### src/rtl/rstseq_pkg.sv
// Shared types and reset values for the staged reset sequencer.
package rstseq_pkg;

  typedef enum logic [1:0] {
    S_HOLD    = 2'd0,
    S_PHYWAIT = 2'd1,
    S_MAC     = 2'd2,
    S_RUN     = 2'd3
  } rstseq_state_t;

  localparam logic PHY_RST_N_RST    = 1'b0;
  localparam logic MAC_RST_RST      = 1'b1;
  localparam logic USER_RST_RST     = 1'b1;
  localparam logic SEQ_DONE_RST     = 1'b0;
  localparam logic SOFT_RST_ACK_RST = 1'b0;
  localparam logic WDT_FIRED_RST    = 1'b0;

  function automatic int imax(input int a, input int b);
    return (a > b) ? a : b;
  endfunction

  function automatic int cnt_w(input int n);
    return (n <= 2) ? 1 : $clog2(n);
  endfunction

endpackage

### src/rtl/rstseq_dncnt.sv
// Loadable down-counter that saturates at zero.
module rstseq_dncnt
  import rstseq_pkg::*;
#(
  parameter int             W       = 8,
  parameter logic [W-1:0]   RST_VAL = '0
) (
  input  logic         clk,
  input  logic         rst,
  input  logic         load,
  input  logic [W-1:0] load_val,
  output logic         zero
);

  logic [W-1:0] cnt;

  always_ff @(posedge clk) begin
    if (rst) begin
      cnt <= RST_VAL;
    end else if (load) begin
      cnt <= load_val;
    end else if (cnt != '0) begin
      cnt <= cnt - 1'b1;
    end
  end

  assign zero = (cnt == '0);

endmodule

### src/rtl/reset_sequencer.sv
// Ordered PHY -> MAC -> user reset release with soft re-sequence.
// Optional heartbeat watchdog enabled by defining RSTSEQ_WDT_EN.
module reset_sequencer
  import rstseq_pkg::*;
#(
  parameter int PHY_RST_CYC   = 250000,
  parameter int PHY_WAIT_CYC  = 125000,
  parameter int STAGE_GAP_CYC = 16,
  parameter int WDT_CYC       = 1048576
) (
  input  logic clk,
  input  logic rst,
  input  logic soft_rst_req,
  output logic soft_rst_ack,
  output logic phy_rst_N,
  output logic mac_rst,
  output logic user_rst,
`ifdef RSTSEQ_WDT_EN
  input  logic wdt_kick,
  output logic wdt_fired,
`endif
  output logic seq_done
);

  localparam int STG_MAX =
    imax(imax(PHY_RST_CYC, PHY_WAIT_CYC), STAGE_GAP_CYC);
`ifdef RSTSEQ_WDT_EN
  localparam int CNT_MAX = imax(STG_MAX, WDT_CYC);
`else
  localparam int CNT_MAX = STG_MAX;
`endif
  localparam int CW = cnt_w(CNT_MAX);

  localparam logic [CW-1:0] HOLD_LD = CW'(PHY_RST_CYC - 1);
  localparam logic [CW-1:0] WAIT_LD = CW'(PHY_WAIT_CYC - 1);
  localparam logic [CW-1:0] GAP_LD  = CW'(STAGE_GAP_CYC - 1);

  if (PHY_RST_CYC < 1 || PHY_WAIT_CYC < 1 ||
      STAGE_GAP_CYC < 1 || WDT_CYC < 2) begin : g_bad_cfg
    $error("reset_sequencer: cycle parameter out of range");
  end

  rstseq_state_t state, state_nx;
  logic          load;
  logic [CW-1:0] load_val;
  logic          zero;
  logic          ack_nx;
  logic          fire;

  rstseq_dncnt #(
    .W       (CW),
    .RST_VAL (HOLD_LD)
  ) u_tmr (
    .clk      (clk),
    .rst      (rst),
    .load     (load),
    .load_val (load_val),
    .zero     (zero)
  );

`ifdef RSTSEQ_WDT_EN
  localparam logic [CW-1:0] WDT_LAST = CW'(WDT_CYC - 1);

  logic [CW-1:0] wdt_cnt;
  logic          wdt_exp;

  assign wdt_exp = (wdt_cnt == WDT_LAST) && !wdt_kick;
`endif

  always_comb begin
    state_nx = state;
    load     = 1'b0;
    load_val = '0;
    ack_nx   = 1'b0;
    fire     = 1'b0;
    unique case (state)
      S_HOLD: if (zero) begin
        state_nx = S_PHYWAIT;
        load     = 1'b1;
        load_val = WAIT_LD;
      end
      S_PHYWAIT: if (zero) begin
        state_nx = S_MAC;
        load     = 1'b1;
        load_val = GAP_LD;
      end
      S_MAC: if (zero) begin
        state_nx = S_RUN;
      end
      S_RUN: begin
        // soft request outranks a coincident watchdog expiry
        if (soft_rst_req) begin
          state_nx = S_HOLD;
          load     = 1'b1;
          load_val = HOLD_LD;
          ack_nx   = 1'b1;
        end
`ifdef RSTSEQ_WDT_EN
        else if (wdt_exp) begin
          state_nx = S_HOLD;
          load     = 1'b1;
          load_val = HOLD_LD;
          fire     = 1'b1;
        end
`endif
      end
      default: state_nx = S_HOLD;
    endcase
  end

  always_ff @(posedge clk) begin
    if (rst) begin
      state        <= S_HOLD;
      phy_rst_N    <= PHY_RST_N_RST;
      mac_rst      <= MAC_RST_RST;
      user_rst     <= USER_RST_RST;
      seq_done     <= SEQ_DONE_RST;
      soft_rst_ack <= SOFT_RST_ACK_RST;
    end else begin
      state        <= state_nx;
      phy_rst_N    <= (state_nx != S_HOLD);
      mac_rst      <= (state_nx == S_HOLD) ||
                      (state_nx == S_PHYWAIT);
      user_rst     <= (state_nx != S_RUN);
      seq_done     <= (state_nx == S_RUN);
      soft_rst_ack <= ack_nx;
    end
  end

`ifdef RSTSEQ_WDT_EN
  always_ff @(posedge clk) begin
    if (rst) begin
      wdt_cnt   <= '0;
      wdt_fired <= WDT_FIRED_RST;
    end else begin
      if (state == S_RUN && state_nx == S_RUN && !wdt_kick)
        wdt_cnt <= wdt_cnt + 1'b1;
      else
        wdt_cnt <= '0;
      if (fire)
        wdt_fired <= 1'b1;
    end
  end
`else
  logic unused_fire;
  assign unused_fire = fire;
`endif

endmodule

### config.mk
export PLATFORM = sky130hd
export DESIGN_NAME = reset_sequencer
export DESIGN_NICKNAME = d
export VERILOG_FILES = /design/src/rtl/rstseq_pkg.sv /design/src/rtl/rstseq_dncnt.sv /design/src/rtl/reset_sequencer.sv
export SDC_FILE = /design/constraint.sdc
export NUM_CORES = 1
export LEC_CHECK = 0
export CELL_PAD_IN_SITES_DETAIL_PLACEMENT = 1
export CELL_PAD_IN_SITES_GLOBAL_PLACEMENT = 1
export CORE_ASPECT_RATIO = 0.9
export CORE_UTILIZATION = 39
export CTS_CLUSTER_DIAMETER = 50
export DETAILED_ROUTE_END_ITERATION = 8
export DONT_BUFFER_PORTS = 1
export PLACE_DENSITY_LB_ADDON = 0.1
export SLEW_MARGIN = 0
export SYNTH_ARGS = -nofsm -noshare
export SYNTH_HDL_FRONTEND = slang
export SYNTH_SLANG_ARGS = --single-unit
### constraint.sdc
create_clock -name clk -period 2.3 [get_ports clk]
set_input_delay 0.23 -clock clk [delete_from_list [all_inputs] [get_ports clk]]
set_output_delay 0.23 -clock clk [all_outputs]
set_load 0.01 [all_outputs]
Word-level counts from Yosys, hierarchy flattened
Index checks and enable logic that the tools add are counted.
{"block": "word_totals", "elab_cells": 38, "inputBits": 3, "regBits": 25}
{"block": "op_classes", "n_mux": 14, "n_addsub": 1, "n_eq_ne": 6, "bitwise": 1, "n_reduce_logical": 9}
{"operator": "2-to-1 mux 18 bit", "n": 3}
{"operator": "case mux 18 bit (3 select lines)", "n": 1}
{"operator": "zero test 18 bit", "n": 1}
{"operator": "nonzero test 18 bit", "n": 1}
{"operator": "subtractor 18 x 1 -> 18 bit, second input constant", "n": 1}
{"operator": "2-to-1 mux 17 bit", "n": 1}
{"operator": "2-to-1 mux 2 bit", "n": 4}
{"operator": "case mux 2 bit (4 select lines)", "n": 1}
{"operator": "== test 2 bit, second input constant", "n": 3}
{"operator": "== test 2 x 1 -> 1 bit, second input constant", "n": 2}
{"operator": "zero test 2 bit", "n": 2}
{"operator": "2-to-1 mux 4 bit", "n": 1}
{"operator": "nonzero test 2 bit", "n": 2}
{"operator": "OR reduction 2 bit", "n": 2}
{"operator": "2-to-1 mux 1 bit", "n": 2}
{"operator": "inequality test 2 bit, second input constant", "n": 1}
{"operator": "case mux 1 bit (2 select lines)", "n": 1}
{"operator": "logical OR 1 bit", "n": 1}
{"operator": "NOT 1 bit", "n": 1}

Depth between registers and ports, before layout
Gate-level depths: netlist (run 1).
{"block": "depth", "word_depth": 5, "mapped_depth": 8, "ltp_nobuf": 7}

Cells and area by module
A second synthesis (run 1) with hierarchy kept.
{"block": "hier_totals", "hier_cells": 150, "area_unflattened_um2": 1291.2}
{"mod": "rstseq_dncnt", "area_each_um2": 992.2, "cells_per_inst": 115, "instances": 1}
{"mod": "reset_sequencer", "area_each_um2": 299.0, "cells_per_inst": 35, "instances": 1}

Worst setup path after synthesis (run 1)
No wires, ideal clock.
{"block": "synth_timing", "path_kind": "register -> register", "startpoint": "reg u_tmr.cnt[8]", "endpoint": "reg u_tmr.cnt[0]", "stages_incl_launch_ff": 7, "required_ns": 2.161, "period_less_slack_ns": 1.837, "setup_time_ns": 0.139, "t_arrival_ns": 1.698, "slack_ns": 0.463, "path_cell_list": "dfxtp_1 or4_4 nor4b_4 and2_1 buf_6 and3_2 o21ai_1"}
{"block": "synth_between", "elab_chain_len": 4}
{"item": "from (decl)", "line_no": "rstseq_dncnt.sv:15", "text": "logic [W-1:0] cnt;"}
{"item": "from (signal assigned)", "line_no": "rstseq_dncnt.sv:21", "text": "cnt <= load_val;"}
{"item": "from (signal assigned)", "line_no": "rstseq_dncnt.sv:23", "text": "cnt <= cnt - 1'b1;"}
{"item": "zero test 18 bit", "line_no": "rstseq_dncnt.sv:27", "text": "assign zero = (cnt == '0);"}
{"item": "2-to-1 mux 4 bit, or another cell as far along", "line_no": "reset_sequencer.sv:82", "text": "S_PHYWAIT: if (zero) begin"}
{"item": "case mux 18 bit (3 select lines) or case mux 1 bit (2 select lines) (tied branches)", "line_no": "reset_sequencer.sv:76", "text": "unique case (state)"}
{"item": "2-to-1 mux 18 bit or nonzero test 2 bit (tied branches)"}
Several ways; a longest one is shown, not always the timed one.
A chain may end at the register's enable or synchronous reset.

Final worst setup path (run 1)
{"block": "layout_timing", "startpoint": "reg u_tmr.cnt[8]", "endpoint": "reg u_tmr.cnt[1]"}
Same word-level chain as after synthesis.

==> results of run 1 <==
## Yosys cell counts (2+ instances only)
| cell type | n |
|---|---|
| sky130_fd_sc_hd__a21o_1 | 2 |
| sky130_fd_sc_hd__a21oi_1 | 11 |
| sky130_fd_sc_hd__a31oi_1 | 2 |
| sky130_fd_sc_hd__buf_6 | 2 |
| sky130_fd_sc_hd__dfxtp_1 | 25 |
| sky130_fd_sc_hd__inv_1 | 4 |
| sky130_fd_sc_hd__nand2_1 | 12 |
| sky130_fd_sc_hd__nand3_1 | 6 |
| sky130_fd_sc_hd__nor2_1 | 10 |
| sky130_fd_sc_hd__nor2b_1 | 4 |
| sky130_fd_sc_hd__nor3_1 | 6 |
| sky130_fd_sc_hd__nor3_4 | 2 |
| sky130_fd_sc_hd__nor4b_4 | 2 |
| sky130_fd_sc_hd__o211ai_1 | 2 |
| sky130_fd_sc_hd__o21ai_0 | 5 |
| sky130_fd_sc_hd__o21ai_1 | 2 |
| sky130_fd_sc_hd__or3_2 | 4 |
| sky130_fd_sc_hd__xnor2_1 | 4 |
| sky130_fd_sc_hd__xor2_1 | 3 |
## flip-flops by register name (all words and copies together) (netlist names)
| register | count |
|---|---|
| user_rst | 1 |
| u_tmr.cnt | 18 |
| phy_rst_N | 1 |
| state | 2 |
| seq_done | 1 |
| soft_rst_ack | 1 |
| mac_rst | 1 |
## power by group through the flow
stage	Clock (mW)	Combinational (mW)	Sequential, mW
floorplan	0	0.0167	0.451
global placement	0	0.0225	0.452
detailed placement	0	0.0226	0.453
CTS	0.208	0.0244	0.443
global route	0.225	0.0273	0.444
finish	0.196	0.0237	0.443
## logic make-up after synthesis
group,after synthesis,share of synthesized area (%)
AND/OR/NAND/NOR,57,31.23
AO/OA/AOI/OAI,31,16.49
adder cells (fa/ha/maj),1,1.037
buffers and inverters,8,3.837
multiplexers,1,0.8299
XOR/XNOR,7,5.083
flip-flops,25,41.49
## cell type report
class                           instances  area [um2]  share of cell area (%)
Multi-Input combinational cell         97       659.4                   50.72
Sequential cell                        25       500.5                   38.50
Tap cell                               40       50.05                   3.850
Timing Repair Buffer                    6       47.55                   3.657
Clock buffer                            3       22.52                   1.732
Inverter                                4       15.01                   1.155
Clock inverter                          1       5.005                  0.3850
## critical path, delay by kind of cell (launching register included)
kind | cells | cell delay, ns
DFF | 1 | 0.39
AOI/OAI and AO/OA | 1 | 0.19
and+or+nand+nor | 4 | 1.44
## routing by layer
metal  routed length, um  part of all wire (%)  global-route usage (%)
met4                  34                   1.4                   7.576
met5                   0                     0                       0
met1                1333                    53                   25.97
met2                1109                    44                   26.92
met3                  31                   1.2                   2.128
## through the flow
stage          util, %  setup WS (ns)  hold WS [ns]
3_5_place_dp     44.49         0.2289        0.3033
3_3_place_gp     44.49         0.2565        0.3013
2_1_floorplan        -         0.4631        0.2991
5_1_grt          45.81        0.06850       0.03566
4_1_cts          45.81         0.1922       0.04170
6_report         45.81         0.1893       0.04682
## worst paths after layout
path,slack (ns),to,startpoint
setup / recovery,0.19,u_tmr.cnt[1]$_SDFFE_PP1P_,u_tmr.cnt[8]$_SDFFE_PP0P_
hold / removal,0.05,user_rst$_SDFF_PP1_,rst
setup reg to reg,0.19,u_tmr.cnt[1]$_SDFFE_PP1P_,u_tmr.cnt[8]$_SDFFE_PP0P_
hold reg to reg,0.49,u_tmr.cnt[14]$_SDFFE_PP1P_,u_tmr.cnt[14]$_SDFFE_PP1P_
==> out/qor.csv, run 1 <==
stage,metric,value,unit
worst_setup_path,critical-path-slowest-cell,sky130_fd_sc_hd__or4_4,
cells_and_area,post_route_cells_drive_above_1_share,17.65,%
clocking,clk_pin_slew_worst_paths,0.14,ns
cells_and_area,nNetsFinal,141,
synth,synth.yosys.seq_area_share,41.49,%
synth,yosysTopAreaCell,sky130_fd_sc_hd__dfxtp_1,
pwr,seqPwrFrac,66.8,%
cells_and_area,final_cells,176,
sta,tightestPinTransition,0.4638,ns
pwr,share_comb_of_total_power,3.6,%
pwr,p_sw_share,22.68,%
clocking,cts-resized-gates,0,
detailed_routing,detail_route.wirelength,2509,um
synth,synth-seq-cells,25,
grt,number_of_global_route_vias_before_repair,897,
synth,synth.top_cells.by_area,"sky130_fd_sc_hd__dfxtp_1, sky130_fd_sc_hd__a21oi_1, sky130_fd_sc_hd__nor4b_4",
placement,dp.cells,171,
pwr,vdd_drop_max,0.0002742,V
placement,dp_hpwl,1913,um
sta,rsz_0062_raised_after_global_routing,no,
clocking,tritoncts,done,
synth,syn-instance-count,130,
synth,postSynthNetCount,134,
detailed_routing,detail_route.drc_violations,0,
sta,worst_clock_skew,0.005964,ns
floorplanning,ioPinCount,8,
pwr,static-leakage-power,0.4877,nW
worst_setup_path,crit_path_max_incr_delay,0.58,ns
detailed_routing,dr_total_vias,951,
cells_and_area,final_common_cell,sky130_fd_sc_hd__dfxtp_1,
sta,fmax,473.8,MHz
clocking,clock_latency_reported_for_the_late_side_of_the_worst_skew_pair,0.32,ns
synth,yosysUniqueCellTypes,41,
detailed_routing,drt_pass1_iterations,4,
cells_and_area,final_cell_area,1300,um2
synth,avgSynthCellArea,9.278,um2
floorplanning,die_height,54.76,um
grt,grt_start_max_net_pins,15,
worst_setup_path,cp.arrival,2.34,ns
sta,finalWorstPathRequiredPeriod,2.111,ns
floorplanning,die-width,60.62,um
pwr,post-layout-total-power,0.6632,mW
worst_hold_path,hold_path_class,in -> reg,
cells_and_area,count_of_antenna_diodes_in_the_layout,0,
clocking,clock_tree.root_cell,sky130_fd_sc_hd__clkbuf_4,
pwr,power_per_cell_area,510.2,nW/um2
sta,setup_total_negative_slack,0,ns
sta,period_share,91.77,%
clocking,clock_tree.htree_level_count,1,
detailed_routing,drt_iter0_drc,17,
grt,antenna_found_initial,0,
detailed_routing,drt-vias-per-instance,5.403,
sta,timing.max_slew.rel_slack,68.84,%
clocking,maximum_buffer_depth_of_the_clock_tree,2,
pwr,switching_power,0.1504,mW
placement,portBuffers,0,
synth,post-synth-top-area-fraction,41.49,%
worst_setup_path,ff2ff_path_depth,5,
pwr,power_frac_clock,29.6,%
worst_setup_path,cp-start-kind,flip-flop,
floorplanning,fp.dieArea,3320,um2
cells_and_area,flow.area_growth_from_synthesis,7.780,%
worst_setup_path,crit_type,reg -> reg,
detailed_routing,route.detailed.wl_per_inst,14.26,um
placement,gp_routability_congestion,0.8079,
grt,overflow,0,
grt,first_pass_grt_wire_length,4305,um
worst_setup_path,worstPathRequired,2.53,ns
synth,ys.warnings.count,0,
worst_setup_path,crit_fanout,10,
floorplanning,placement_rows,18,
synth,post_synth_edffs,0,
worst_setup_path,end_kind,flip-flop,
grt,track_usage,17.98,%
run,max_cap_violations,0,
synth,synth_area,1206,um2
clocking,cts_num_sinks,25,
worst_setup_path,timing.critical_path.cells,"or4_4, nor4b_4, and2_1, nand3_1, a21o_1",
clocking,cts_hold_buf,1,
floorplanning,initial_core_utilization,42.50,%
synth,synth-async-reset-ratio,0,%
placement,postPlaceCellArea,1262,um2
sta,final-setup-viol-count,0,
clocking,cts_buffers,3,
cells_and_area,nFillCells,353,
sta,final_max_slew_viol_count,0,
cells_and_area,layout.cells.most_common_list,"sky130_fd_sc_hd__dfxtp_1, sky130_fd_sc_hd__nand2_1, sky130_fd_sc_hd__a21oi_1, sky130_fd_sc_hd__nor2_1",
synth,synth_ff_type,sky130_fd_sc_hd__dfxtp_1,
sta,report.final.hold_viol_count,0,
clocking,post_cts_buffers,0,
pwr,internal_power,0.5128,mW
outcome,outcome,"finished, final reports clean",
detailed_routing,ant_nets,0,
floorplanning,core_area,2838,um2
worst_hold_path,hold_path_depth,2,
Note: power is estimated with default switching activity, not from simulation.
==> run 2: changes to the inputs <==
HOLD_SLACK_MARGIN = 0.1   (was default)
==> run 2 against run 1 <==
  * Sequential share of layout area down 0.29 points
  * Clock power about the same
  * Critical path type unchanged
  * Highest routed layer unchanged
  * Maximum frequency down 0.41%
  * Combinational power rose by 7%
  * Worst setup slack got worse by 0.0087 ns
  * Cell area increased by 0.77%
==> out/qor.csv, run 2 (synthesis results as in run 1) <==
stage,metric,value,unit,change
floorplanning,ioPinCount,8,,unchanged
clocking,post_cts_buffers,0,,unchanged
pwr,internal_power,0.5138,mW,was 0.5128 mW
clocking,tritoncts,done,,unchanged
detailed_routing,drt_pass1_iterations,4,,unchanged
run,max_cap_violations,0,,unchanged
sta,fmax,471.8,MHz,was 473.8 MHz
sta,final-setup-viol-count,0,,unchanged
cells_and_area,layout.cells.most_common_list,"sky130_fd_sc_hd__dfxtp_1, sky130_fd_sc_hd__nand2_1, sky130_fd_sc_hd__a21oi_1, sky130_fd_sc_hd__nor2_1",,unchanged
grt,overflow,0,,unchanged
floorplanning,core_area,2838,um2,unchanged
clocking,cts-resized-gates,0,,unchanged
placement,dp_hpwl,1913,um,unchanged
sta,rsz_0062_raised_after_global_routing,no,,unchanged
pwr,seqPwrFrac,67.0,%,was 66.8%
sta,finalWorstSetupSlack,0.1806,ns,was 0.1893 ns
worst_setup_path,end_kind,flip-flop,,unchanged
clocking,cts_hold_buf,2,,was 1
placement,portBuffers,0,,unchanged
sta,period_share,92.15,%,was 91.77%
pwr,switching_power,0.1475,mW,was 0.1504 mW
grt,number_of_global_route_vias_before_repair,895,,was 897
detailed_routing,drt-vias-per-instance,5.373,,was 5.403
detailed_routing,ant_nets,0,,unchanged
worst_setup_path,crit_type,reg -> reg,,unchanged
worst_setup_path,critical-path-top-delay-family,simple AND/OR/NAND/NOR gates,,unchanged
cells_and_area,register_name_with_the_most_flops,u_tmr.cnt,,unchanged
worst_setup_path,path_buf_inv,0,,unchanged
sta,timing.max_slew.rel_slack,68.85,%,was 68.84%
floorplanning,initial_core_utilization,42.50,%,unchanged
clocking,clk_pin_slew_worst_paths,0.14,ns,about the same
worst_setup_path,ff2ff_path_depth,5,,unchanged
grt,antenna_found_initial,0,,unchanged
worst_setup_path,r2r_setup_slk,0.18,ns,was 0.19 ns
worst_setup_path,cp.arrival,2.34,ns,about the same
pwr,power_frac_clock,29.2,%,was 29.6%
floorplanning,fp.dieArea,3320,um2,unchanged
worst_setup_path,cp-start-kind,flip-flop,,unchanged
worst_setup_path,worstReg2RegEnd,u_tmr.cnt[1]$_SDFFE_PP1P_,,unchanged
sta,report.final.hold_viol_count,0,,unchanged
pwr,power_per_cell_area,504.8,nW/um2,was 510.2 nW/um2
cells_and_area,flow.area_growth_from_synthesis,8.610,%,was 7.780%
floorplanning,placement_rows,18,,unchanged
worst_setup_path,worstPathRequired,2.52,ns,was 2.53 ns
detailed_routing,detail_route.wirelength,2513,um,was 2509 um
pwr,share_comb_of_total_power,3.8,%,was 3.6%
clocking,cts_num_sinks,25,,unchanged
worst_hold_path,hold_path_depth,2,,unchanged
cells_and_area,post_route_cells_drive_above_1_share,17.52,%,was 17.65%
worst_hold_path,whs_endpoint,user_rst$_SDFF_PP1_,,unchanged
pwr,p_sw_share,22.30,%,was 22.68%
placement,placement.setup.worst_slack,0.2289,ns,unchanged
detailed_routing,highest_layer,met4,,unchanged
detailed_routing,drt_iter0_drc,15,,was 17
worst_setup_path,critical-path-slowest-cell,sky130_fd_sc_hd__or4_4,,unchanged
worst_setup_path,launch_instance_of_the_worst_register_to_register_path,u_tmr.cnt[8]$_SDFFE_PP0P_,,unchanged
detailed_routing,wl_met1,1338,um,was 1333 um
clocking,maximum_buffer_depth_of_the_clock_tree,2,,unchanged
detailed_routing,routed-wl-met3,31,um,unchanged
sta,final_max_slew_viol_count,0,,unchanged
pwr,vdd_drop_max,0.0002738,V,was 0.0002742 V
detailed_routing,dr_total_vias,951,,unchanged
worst_setup_path,timing.critical_path.cells,"or4_4, nor4b_4, and2_1, nand3_1, a21o_1",,unchanged
sta,finalWorstPathRequiredPeriod,2.119,ns,was 2.111 ns
floorplanning,die-width,60.62,um,unchanged
outcome,outcome,"finished, final reports clean",,unchanged
floorplanning,die_height,54.76,um,unchanged
cells_and_area,final_common_cell,sky130_fd_sc_hd__dfxtp_1,,unchanged
cells_and_area,nNetsFinal,142,,was 141
worst_setup_path,crit_fanout,10,,unchanged
grt,track_usage,18.03,%,was 17.98%
pwr,static-leakage-power,0.4919,nW,was 0.4877 nW
clocking,clock_latency_reported_for_the_late_side_of_the_worst_skew_pair,0.32,ns,about the same
worst_setup_path,crit_path_max_incr_delay,0.58,ns,about the same
sta,setup_total_negative_slack,0,ns,unchanged
worst_hold_path,hold_path_class,in -> reg,,unchanged
detailed_routing,detail_route.drc_violations,0,,unchanged
clocking,clock_tree.htree_level_count,1,,unchanged
clocking,cts_buffers,3,,unchanged
grt,first_pass_grt_wire_length,4312,um,was 4305 um
placement,gp_routability_congestion,0.8079,,unchanged
cells_and_area,largest_register_ff_count,18,,unchanged
cells_and_area,count_of_antenna_diodes_in_the_layout,0,,unchanged
sta,tightestPinTransition,0.4637,ns,was 0.4638 ns
detailed_routing,met2WireLength,1108,um,was 1109 um
detailed_routing,route.detailed.wl_per_inst,14.20,um,was 14.26 um
sta,worst_clock_skew,0.01071,ns,was 0.005964 ns
grt,grt_start_max_net_pins,15,,unchanged
worst_hold_path,start_point_of_the_worst_hold_path,soft_rst_req,,was rst
clocking,clock_tree.root_cell,sky130_fd_sc_hd__clkbuf_4,,unchanged
cells_and_area,top_regs,"u_tmr.cnt: 18 flops, state: 2 flops",,unchanged
-- run 2: how the worst max path moves through the flow --
stage / endpoint / cells after the start / from
after detailed placement: mac_rst$_SDFF_PP1_ / 5 / u_tmr.cnt[8]$_SDFFE_PP0P_
after floorplan: u_tmr.cnt[0]$_SDFFE_PP1P_ / 6 / u_tmr.cnt[8]$_SDFFE_PP0P_
final: u_tmr.cnt[1]$_SDFFE_PP1P_ / 5 / u_tmr.cnt[8]$_SDFFE_PP0P_
after global routing: u_tmr.cnt[1]$_SDFFE_PP1P_ / 5 / u_tmr.cnt[8]$_SDFFE_PP0P_
after global placement: u_tmr.cnt[1]$_SDFFE_PP1P_ / 5 / u_tmr.cnt[8]$_SDFFE_PP0P_
after CTS: u_tmr.cnt[1]$_SDFFE_PP1P_ / 5 / u_tmr.cnt[8]$_SDFFE_PP0P_
-- run 2: metal layers --
layer / vias up / global-route usage [%]
li1: 479 / -
met1: 462 / 26.11
met4: 0 / 7.576
met3: 4 / 2.128
met2: 6 / 26.92
met5: - / 0
-- run 2: cell type report --
class,count,area [um2]
fill,351,1528
sequential,25,500.5
timing repair buffer,7,57.56
clock inverter,1,5.005
multi-input combinational,97,659.4
tap,40,50.05
inverter,4,15.01
clock buffer,3,22.52
-- run 2: power by group through the flow --
stage	registers, mW	clock network (mW)	logic, mW
5_1_grt	0.444	0.223	0.0291
4_1_cts	0.443	0.208	0.0261
3_3_place_gp	0.452	0	0.0225
2_1_floorplan	0.451	0	0.0167
6_report	0.443	0.193	0.0254
3_5_place_dp	0.453	0	0.0226
-- run 2: stage by stage --
step	power, mW	util, %	instance area [um2]	std cells	hold slack, ns
6_report	0.6613	46.16	1310	177	0.1146
2_1_floorplan	0.4681	-	1206	130	0.2991
3_5_place_dp	0.4754	44.49	1262	171	0.3033
3_3_place_gp	0.4747	44.49	1262	171	0.3013
5_1_grt	0.6961	46.16	1310	177	0.1183
4_1_cts	0.6774	46.16	1310	177	0.1079
==> run 3: changes to the inputs <==
--- a/config.mk
+++ b/config.mk
@@ -11,4 +11,5 @@
 export CORE_UTILIZATION = 39
 export CTS_CLUSTER_DIAMETER = 50
+export CTS_CLUSTER_SIZE = 30
 export DETAILED_ROUTE_END_ITERATION = 8
 export DONT_BUFFER_PORTS = 1
==> constraint.sdc (replaced) <==
create_clock -name clk -period 2.3 [get_ports clk]
set_input_delay 0.69 -clock clk [delete_from_list [all_inputs] [get_ports clk]]
set_output_delay 0.69 -clock clk [all_outputs]
set_load 0.01 [all_outputs]
==> run 3 against run 2 <==
  * Final cell count down 1.1%
  * Worst setup slack better by 0.0092 ns
  * Largest cell class unchanged
  * Clock power about the same
  * Largest power group unchanged
==> out/qor.csv, run 3 (synthesis results as in run 1) <==
stage,metric,value,unit,change
pwr,vdd_drop_max,0.0002739,V,was 0.0002738 V
placement,postPlaceCellArea,1262,um2,unchanged
grt,grt_start_max_net_pins,15,,unchanged
pwr,power_per_cell_area,512.3,nW/um2,was 504.8 nW/um2
sta,setup_total_negative_slack,0,ns,unchanged
worst_setup_path,cp.arrival,2.34,ns,about the same
clocking,clock_tree.root_cell,sky130_fd_sc_hd__clkbuf_4,,unchanged
floorplanning,core_area,2838,um2,unchanged
cells_and_area,register_name_with_the_most_flops,u_tmr.cnt,,unchanged
worst_setup_path,crit_type,reg -> reg,,unchanged
cells_and_area,top_regs,"u_tmr.cnt: 18 flops, state: 2 flops",,unchanged
cells_and_area,post_route_cells_drive_above_1_share,17.78,%,was 17.52%
sta,final-setup-viol-count,0,,unchanged
cells_and_area,nNetsFinal,140,,was 142
detailed_routing,ant_nets,0,,unchanged
cells_and_area,flow.area_growth_from_synthesis,6.950,%,was 8.610%
cells_and_area,layout.cells.most_common_list,"sky130_fd_sc_hd__dfxtp_1, sky130_fd_sc_hd__nand2_1, sky130_fd_sc_hd__a21oi_1, sky130_fd_sc_hd__nor2_1",,unchanged
outcome,outcome,"finished, final reports clean",,unchanged
grt,number_of_global_route_vias_before_repair,894,,was 895
pwr,static-leakage-power,0.4835,nW,was 0.4919 nW
worst_hold_path,hold_path_class,in -> reg,,unchanged
sta,fmax,473.9,MHz,was 471.8 MHz
worst_setup_path,ff2ff_path_depth,5,,unchanged
placement,gp_routability_congestion,0.8079,,unchanged
floorplanning,initial_core_utilization,42.50,%,unchanged
worst_setup_path,end_kind,flip-flop,,unchanged
sta,final_max_slew_viol_count,0,,unchanged
clocking,clk_pin_slew_worst_paths,0.14,ns,about the same
worst_setup_path,worstPathRequired,2.53,ns,was 2.52 ns
worst_setup_path,cp-start-kind,flip-flop,,unchanged
clocking,tritoncts,done,,unchanged
worst_setup_path,crit_fanout,10,,unchanged
sta,holdWs,0.4201,ns,was 0.1146 ns
pwr,post-layout-total-power,0.6609,mW,was 0.6613 mW
sta,finalWorstSetupSlack,0.1898,ns,was 0.1806 ns
clocking,post_cts_buffers,0,,unchanged
cells_and_area,nFillCells,354,,was 351
sta,tightestPinTransition,0.4638,ns,was 0.4637 ns
detailed_routing,drt_iter0_drc,19,,was 15
grt,overflow,0,,unchanged
placement,placement.setup.worst_slack,0.2289,ns,unchanged
cells_and_area,count_of_antenna_diodes_in_the_layout,0,,unchanged
grt,track_usage,17.82,%,was 18.03%
sta,report.final.hold_viol_count,0,,unchanged
sta,timing.max_slew.rel_slack,68.84,%,was 68.85%
sta,finalWorstPathRequiredPeriod,2.110,ns,was 2.119 ns
run,max_cap_violations,0,,unchanged
detailed_routing,detail_route.drc_violations,0,,unchanged
placement,portBuffers,0,,unchanged
sta,worst_clock_skew,0.006859,ns,was 0.01071 ns
clocking,clock_tree.htree_level_count,1,,unchanged
placement,dp_hpwl,1913,um,unchanged
cells_and_area,final_common_cell,sky130_fd_sc_hd__dfxtp_1,,unchanged
cells_and_area,largest_register_ff_count,18,,unchanged
grt,first_pass_grt_wire_length,4278,um,was 4312 um
detailed_routing,route.detailed.wl_per_inst,14.26,um,was 14.20 um
detailed_routing,drt-vias-per-instance,5.389,,was 5.373
worst_hold_path,hold_path_depth,1,,was 2
floorplanning,ioPinCount,8,,unchanged
clocking,cts_num_sinks,25,,unchanged
grt,antenna_found_initial,0,,unchanged
detailed_routing,dr_total_vias,943,,was 951
detailed_routing,detail_route.wirelength,2495,um,was 2513 um
sta,rsz_0062_raised_after_global_routing,no,,unchanged
floorplanning,die_height,54.76,um,unchanged
clocking,cts_hold_buf,0,,was 2
clocking,cts-resized-gates,0,,unchanged
clocking,clock_latency_reported_for_the_late_side_of_the_worst_skew_pair,0.32,ns,about the same
floorplanning,die-width,60.62,um,unchanged
cells_and_area,final_cell_area,1290,um2,was 1310 um2
clocking,maximum_buffer_depth_of_the_clock_tree,2,,unchanged
floorplanning,fp.dieArea,3320,um2,unchanged
detailed_routing,drt_pass1_iterations,4,,unchanged
floorplanning,placement_rows,18,,unchanged
clocking,cts_buffers,3,,unchanged
sta,period_share,91.75,%,was 92.15%
## run 3: cell count changes in the layout (fill, tap and decap cells not counted)
cell / delta
sky130_fd_sc_hd__dlygate4sd3_1: -2
## run 3: cell type report
type,count,area [um2],share of cell area [%]
inverters,4,15.01,1.164
well taps,40,50.05,3.880
clock inverters,1,5.005,0.3880
repair buffers,5,37.54,2.910
clock buffers,3,22.52,1.746
flip-flops and latches,25,500.5,38.80
multi-input cells,97,659.4,51.12
## run 3: path summary, 6_finish.rpt
path	to	startpoint	slack [ns]
setup / recovery	u_tmr.cnt[1]$_SDFFE_PP1P_	u_tmr.cnt[8]$_SDFFE_PP0P_	0.19
hold / removal	state[1]$_SDFF_PP0_	rst	0.42
setup reg to reg	u_tmr.cnt[1]$_SDFFE_PP1P_	u_tmr.cnt[8]$_SDFFE_PP0P_	0.19
hold reg to reg	u_tmr.cnt[14]$_SDFFE_PP1P_	u_tmr.cnt[14]$_SDFFE_PP1P_	0.49
## run 3: through the flow
stage | util (%) | std cells
final | 45.46 | 175
after global routing | 45.46 | 175
after CTS | 45.46 | 175
after detailed placement | 44.49 | 171
after global placement | 44.49 | 171
after floorplan | - | 130
## run 3: report_power, final
group / internal, mW / switching, mW / total (mW)
sequential: 0.437 / 0.00549 / 0.443
combinational: 0.00901 / 0.0131 / 0.0221
clock: 0.0651 / 0.131 / 0.196
total: 0.512 / 0.149 / 0.661
## run 3: layer usage
metal / routed length (um) / GRT usage [%] / vias up
met5: 0 / 0 / -
met3: 31 / 2.128 / 4
met2: 1107 / 26.74 / 6
met1: 1321 / 25.68 / 457
li1: - / - / 476
met4: 34 / 7.576 / 0
## run 3: worst max-delay path, cell delays in order (launching register included)
cell,delay (ns)
sky130_fd_sc_hd__dfxtp_1,0.39
sky130_fd_sc_hd__or4_4,0.58
sky130_fd_sc_hd__nor4b_4,0.31
sky130_fd_sc_hd__and2_1,0.41
sky130_fd_sc_hd__nand3_1,0.13
sky130_fd_sc_hd__a21o_1,0.19
